`src/rtl/addsub_seq_pkg.sv`:
```
// Shared definitions for the chunk-serial add/subtract unit.
//   st_e     : FSM state encoding (IDLE/RUN/DONE)
//   MODE_*   : mode select values (0 = subtract, 1 = add)
package addsub_seq_pkg;

  typedef enum logic [1:0] {
    ST_IDLE = 2'd0,
    ST_RUN  = 2'd1,
    ST_DONE = 2'd2
  } st_e;

  localparam logic MODE_SUB = 1'b0;
  localparam logic MODE_ADD = 1'b1;

endpackage

```
`src/rtl/addsub_seq_chunk.sv`:
```
// Combinational CHUNK-bit add/subtract slice.
//   x, y      : operand slices
//   chain_in  : internal carry into the slice (for subtract this is the
//               inverted borrow, so the slice always computes x + y' + c)
//   mode      : MODE_ADD uses y, MODE_SUB uses ~y
//   s         : slice sum
//   chain_out : internal carry out of the slice
module addsub_chunk
  import addsub_seq_pkg::*;
#(
  parameter int CHUNK = 4
) (
  input  logic [CHUNK-1:0] x,
  input  logic [CHUNK-1:0] y,
  input  logic             chain_in,
  input  logic             mode,
  output logic [CHUNK-1:0] s,
  output logic             chain_out
);

  logic [CHUNK-1:0] y_eff;
  logic [CHUNK:0]   sum;

  always_comb begin
    y_eff = (mode == MODE_ADD) ? y : ~y;
    sum   = {1'b0, x} + {1'b0, y_eff} + {{CHUNK{1'b0}}, chain_in};
  end

  assign s         = sum[CHUNK-1:0];
  assign chain_out = sum[CHUNK];

endmodule

```
`src/rtl/addsub_seq.sv`:
```
// Multi-cycle chunk-serial add/subtract unit. One CHUNK-bit slice per clock,
// LSB slice first, with the carry chained through a register.
//   clk, rst_n           : clock, async active-low reset
//   in_valid/in_ready    : operation handshake (a, b, cin, mode)
//   out_valid/out_ready  : result handshake (result, cout, zero, ovf)
//   cout                 : add -> carry-out, sub -> borrow-out
//   zero / ovf           : result == 0 / signed two's-complement overflow
module addsub_seq
  import addsub_seq_pkg::*;
#(
  parameter int WIDTH = 16,
  parameter int CHUNK = 4
) (
  input  logic             clk,
  input  logic             rst_n,
  input  logic             in_valid,
  output logic             in_ready,
  input  logic [WIDTH-1:0] a,
  input  logic [WIDTH-1:0] b,
  input  logic             cin,
  input  logic             mode,
  output logic             out_valid,
  input  logic             out_ready,
  output logic [WIDTH-1:0] result,
  output logic             cout,
  output logic             zero,
  output logic             ovf
);

  localparam int NCH  = WIDTH / CHUNK;
  localparam int IDXW = (NCH > 1) ? $clog2(NCH) : 1;
  localparam int MSB  = WIDTH - 1;

  generate
    if ((WIDTH % CHUNK) != 0) begin : g_bad_params
      $error("addsub_seq: WIDTH must be a multiple of CHUNK");
    end
  endgenerate

  st_e              state_q,  state_d;
  logic [IDXW-1:0]  idx_q,    idx_d;
  logic [WIDTH-1:0] a_q,      a_d;
  logic [WIDTH-1:0] b_q,      b_d;
  logic             mode_q,   mode_d;
  logic             chain_q,  chain_d;
  logic [WIDTH-1:0] result_q, result_d;
  logic             cout_q,   cout_d;
  logic             zero_q,   zero_d;
  logic             ovf_q,    ovf_d;

  logic [CHUNK-1:0] x_sl, y_sl, s_sl;
  logic             chain_out;
  logic             last;

  assign x_sl = a_q[idx_q*CHUNK +: CHUNK];
  assign y_sl = b_q[idx_q*CHUNK +: CHUNK];
  assign last = (idx_q == IDXW'(NCH - 1));

  addsub_chunk #(.CHUNK(CHUNK)) u_chunk (
    .x         (x_sl),
    .y         (y_sl),
    .chain_in  (chain_q),
    .mode      (mode_q),
    .s         (s_sl),
    .chain_out (chain_out)
  );

  always_comb begin
    state_d  = state_q;
    idx_d    = idx_q;
    a_d      = a_q;
    b_d      = b_q;
    mode_d   = mode_q;
    chain_d  = chain_q;
    result_d = result_q;
    cout_d   = cout_q;
    zero_d   = zero_q;
    ovf_d    = ovf_q;
    case (state_q)
      ST_IDLE: begin
        if (in_valid) begin
          a_d      = a;
          b_d      = b;
          mode_d   = mode;
          // subtract runs as a + ~b + ~cin, so the chain holds the inverted borrow
          chain_d  = (mode == MODE_ADD) ? cin : ~cin;
          idx_d    = '0;
          result_d = '0;
          cout_d   = 1'b0;
          zero_d   = 1'b0;
          ovf_d    = 1'b0;
          state_d  = ST_RUN;
        end
      end
      ST_RUN: begin
        result_d[idx_q*CHUNK +: CHUNK] = s_sl;
        chain_d = chain_out;
        idx_d   = idx_q + IDXW'(1);
        if (last) begin
          idx_d   = '0;
          state_d = ST_DONE;
          cout_d  = (mode_q == MODE_ADD) ? chain_out : ~chain_out;
          zero_d  = (result_d == '0);
          ovf_d   = (result_d[MSB] != a_q[MSB]) &&
                    ((mode_q == MODE_ADD) ? (a_q[MSB] == b_q[MSB])
                                          : (a_q[MSB] != b_q[MSB]));
        end
      end
      ST_DONE: begin
        if (out_ready) state_d = ST_IDLE;
      end
      default: state_d = ST_IDLE;
    endcase
  end

  always_ff @(posedge clk or negedge rst_n) begin
    if (!rst_n) begin
      state_q  <= ST_IDLE;
      idx_q    <= '0;
      a_q      <= '0;
      b_q      <= '0;
      mode_q   <= 1'b0;
      chain_q  <= 1'b0;
      result_q <= '0;
      cout_q   <= 1'b0;
      zero_q   <= 1'b0;
      ovf_q    <= 1'b0;
    end else begin
      state_q  <= state_d;
      idx_q    <= idx_d;
      a_q      <= a_d;
      b_q      <= b_d;
      mode_q   <= mode_d;
      chain_q  <= chain_d;
      result_q <= result_d;
      cout_q   <= cout_d;
      zero_q   <= zero_d;
      ovf_q    <= ovf_d;
    end
  end

  assign in_ready  = (state_q == ST_IDLE);
  assign out_valid = (state_q == ST_DONE);
  assign result    = result_q;
  assign cout      = cout_q;
  assign zero      = zero_q;
  assign ovf       = ovf_q;

endmodule
```
`config.mk`:
```
export PLATFORM = sky130hd
export DESIGN_NAME = addsub_seq
export DESIGN_NICKNAME = d
export VERILOG_FILES = /design/src/rtl/addsub_seq_pkg.sv /design/src/rtl/addsub_seq_chunk.sv /design/src/rtl/addsub_seq.sv
export SDC_FILE = /design/constraint.sdc
export NUM_CORES = 1
export LEC_CHECK = 0
export ABC_AREA = 1
export BUFFER_PORTS_ARGS = -buffer_cell sky130_fd_sc_hd__clkbuf_2
export CORE_MARGIN = 2
export CORE_UTILIZATION = 45
export DETAILED_ROUTE_END_ITERATION = 8
export PLACE_DENSITY = 0.72
export REMOVE_ABC_BUFFERS = 1
export SYNTH_ARGS = -nofsm -noshare
export SYNTH_HDL_FRONTEND = slang
export SYNTH_SLANG_ARGS = --single-unit
```
`constraint.sdc`:
```
create_clock -name clk -period 3.6 [get_ports clk]
set_input_delay 0 -clock clk [delete_from_list [all_inputs] [get_ports clk]]
set_output_delay 0 -clock clk [all_outputs]
set_load 0.05 [all_outputs]
```
==> results.py <==
metrics = {
    "outcome": {
        "status": "completed",
    },
    "pwr": {
        "p_clk_frac": 0.131,
        "p_leak_uw": 0.00212,
        "sw_frac_of_total": 0.518,
        "peakVddDrop_mv": 0.460,
        "power_frac_seq": 0.281,
        "p_int_uw": 1970,
        "switching_power_uw": 2120,
        "power_density_nw_per_um2": 1050,
        "p_comb_frac": 0.588,
    },
    "route": {
        "wl_per_cell_um": 12.8,
        "vias_per_cell": 4.95,
        "first_iter_violations": 164,
        "wl_um": 7250,
        "postRouteAntennaNets": 0,
        "drc": 0,
        "vias": 2809,
        "drt-pass1-iter-count": 4,
    },
    "timing": {
        "period_share": 0.851,
        "rsz0062_at_grt": "no",
        "slew_viol_final": 0,
        "max_freq_mhz": 326,
        "fin_setup_tns_ps": 0,
        "maxSlewHeadroom": 0.537,
        "skew_ps": 11.0,
        "whs_ps": 35.3,
        "worst-slew-pin-transition_ps": 694,
        "period_needed_ps": 3060,
        "hold_viol": 0,
        "finalSetupViolCount": 0,
    },
    "global_route": {
        "antenna_found_initial": 0,
        "gr-total-overflow": 0,
        "grt_pass1_vias": 2704,
        "grt_max_degree": 58,
        "grt.total_usage": 0.216,
        "grt_pass1_wl_um": 12800,
    },
    "clock_network": {
        "clockRootBuffer": "clkbuf_8",
        "cts_tree": "built",
        "cts_setup_buffers": 0,
        "cts_buffer_depth": 2,
        "clk_pin_slew_ps": 70,
        "cts-htree-levels": 3,
        "insertion_delay_ps": 350,
        "cts_made_buffers": 9,
        "clock_sinks": 57,
    },
    "logic_synthesis": {
        "ys_ff_latch": 57,
        "synth_top_area_frac": 0.467,
        "synth.avg_cell_area_um2": 7.89,
        "syn_inst": 387,
        "yosys.area.top_type": "dfrtp_1",
        "synth_async_sr_flop_share": 1.00,
        "ys_types": 30,
        "yosysSeqAreaShare": 0.467,
        "synth-edff-count": 0,
        "synth_ff_type": "dfrtp_1",
        "ys_warn_count": 0,
        "synth.cell_area_um2": 3050,
        "synth.area.top_cells": "dfrtp_1 47%, nand2_1 18%, nor2_1 4.3%",
    },
    "floorplan": {
        "die_area_um2": 7460,
        "die_y_um": 86.4,
        "rows": 30,
        "die_w_um": 86.4,
        "num_io_pins": 59,
        "coreArea_um2": 6680,
        "initial_core_util": 0.457,
    },
    "layout": {
        "area_growth_pct": 28.1,
        "num_antenna_cells": 0,
        "drive_gt1_frac": 0.197,
        "fin_nets": 531,
        "finalNonFillerCells": 567,
        "final_util": 0.586,
    },
    "setup_path": {
        "cpPeakStageDelay_ps": 600,
        "end_kind": "flip-flop",
        "cp_top_family": "adder cells",
        "crit_slowest_cell": "dfrtp_1",
        "cp_common_cell": "nand3_1",
        "path_max_fanout": 14,
        "startpoint_type": "flip-flop",
        "critPathKind": "reg -> reg",
        "r2r_slack_ps": 540,
        "required_ps": 3880,
        "worst_ep_arrival_time_ps": 3350,
        "critPathBufInv": 3,
        "cp_cell_sequence": "inv_2, o21ai_0, o22ai_1, xor2_1, fa_1, fa_1, inv_1, nand3_1, inv_1, a21oi_1, nand2_1, nor2_1, nand3_1, nor2_1, nand3_1, nand2_1",
    },
    "hold_path": {
        "hp-class": "in -> reg",
    },
    "place": {
        "io_buffers": 58,
        "place_hpwl_um": 4940,
        "dp.cells": 516,
        "place_congestion": 0.897,
    },
    "job": {
        "max_cap_violations": 0,
    },
}
-- flip-flops by register name, summed over array words and instances (netlist names) --
name / flops
a_q: 16
zero: 1
chain_q: 1
cout: 1
idx_q: 2
b_q: 16
state_q: 2
mode_q: 1
result: 16
ovf: 1
-- cells in the final DEF (no fill, tap or decap), types with 2 or more instances in the layout --
master / instances
a21oi_1: 8
a22o_1: 7
a32o_1: 2
buf_4: 6
clkbuf_2: 58
clkbuf_8: 9
clkinv_4: 2
clkinvlp_4: 2
dfrtp_1: 57
dlygate4sd3_1: 35
fa_1: 2
ha_1: 9
inv_1: 31
inv_2: 5
inv_6: 2
nand2_1: 148
nand2_2: 2
nand3_1: 10
nand4_1: 3
nor2_1: 35
nor2_2: 3
o21ai_0: 20
o22ai_1: 12
or2_2: 4
xor2_1: 6
-- layout make-up --
type,instances,area [um2]
Fill cell,607,2770
Sequential cell,57,1430
Multi-Input combinational cell,279,1390
Timing Repair Buffer,99,686
Inverter,36,135
Clock buffer,9,124
Tap cell,80,100
Clock inverter,7,55.1
-- stage by stage --
stage	cell area [um2]	total power, uW	setup WS [ps]
floorplan	2950	2910	510
global placement	3380	3500	663
detailed placement	3380	3520	619
CTS	3910	4110	594
global route	3910	4530	197
finish	3910	4100	536
-- cells by family (layout without fill, tap and decap cells) --
kind of cell / count (synthesis) / count (layout) / synth area share
flip-flops: 57 / 57 / 0.467
buffers and inverters: 51 / 151 / 0.0787
AND/OR/NAND/NOR: 207 / 207 / 0.272
AO/OA/AOI/OAI: 54 / 54 / 0.112
XOR/XNOR: 7 / 7 / 0.0201
adder cells (fa/ha/maj): 11 / 11 / 0.0500
-- layer usage --
| layer | share of wire | vias to the layer above | track usage |
|---|---|---|---|
| met5 | 0 | - | 0 |
| li1 | - | 1421 | - |
| met2 | 0.48 | 65 | 0.352 |
| met4 | 0.0077 | 0 | 0.0639 |
| met1 | 0.47 | 1317 | 0.281 |
| met3 | 0.041 | 6 | 0.0629 |
-- Yosys cell counts, drive strengths merged (4+ instances only) --
| master | instances |
|---|---|
| inv | 36 |
| xor2 | 6 |
| o22ai | 12 |
| o21ai | 20 |
| nor2 | 39 |
| a21oi | 8 |
| nand3 | 10 |
| ha | 9 |
| dfrtp | 57 |
| or2 | 4 |
| nand2 | 150 |
| buf | 12 |
| a22o | 7 |
-- worst register-to-register path: cells and delay by family (launching register included) --
| kind | cells | cell delay, ps |
|---|---|---|
| AO/OA/AOI/OAI | 3 | 450 |
| XOR/XNOR | 1 | 160 |
| adder cells (fa/ha/maj) | 2 | 920 |
| buffers and inverters | 3 | 270 |
| flip-flops | 1 | 600 |
| AND/OR/NAND/NOR | 7 | 590 |
-- timing repair --
item | CTS | global route
hold endpoints to repair | 91 | 0
hold buffers | 35 | 0
gates resized for setup | 0 | 0
-- power groups by stage --
stage	clock network [uW]	logic [uW]	registers, uW
finish	536	2410	1150
global route	581	2770	1190
CTS	547	2410	1150
detailed placement	0	2360	1160
global placement	0	2350	1150
floorplan	0	1520	1390
-- worst paths after layout --
path | start | end | cells past startpoint
hold / removal | cin | chain_q$_DFFE_PN0P_ | 3
setup reg to reg | idx_q[0]$_DFFE_PN0P_ | zero$_DFFE_PN0P_ | 16
setup / recovery | idx_q[0]$_DFFE_PN0P_ | zero$_DFFE_PN0P_ | 16
max in group asynchronous | rst_n | a_q[15]$_DFFE_PN0P_ | 3
hold reg to reg | b_q[10]$_DFFE_PN0P_ | b_q[10]$_DFFE_PN0P_ | 2
min in group asynchronous | rst_n | ovf$_DFFE_PN0P_ | 3
Note: power is estimated with default switching activity, not from simulation.
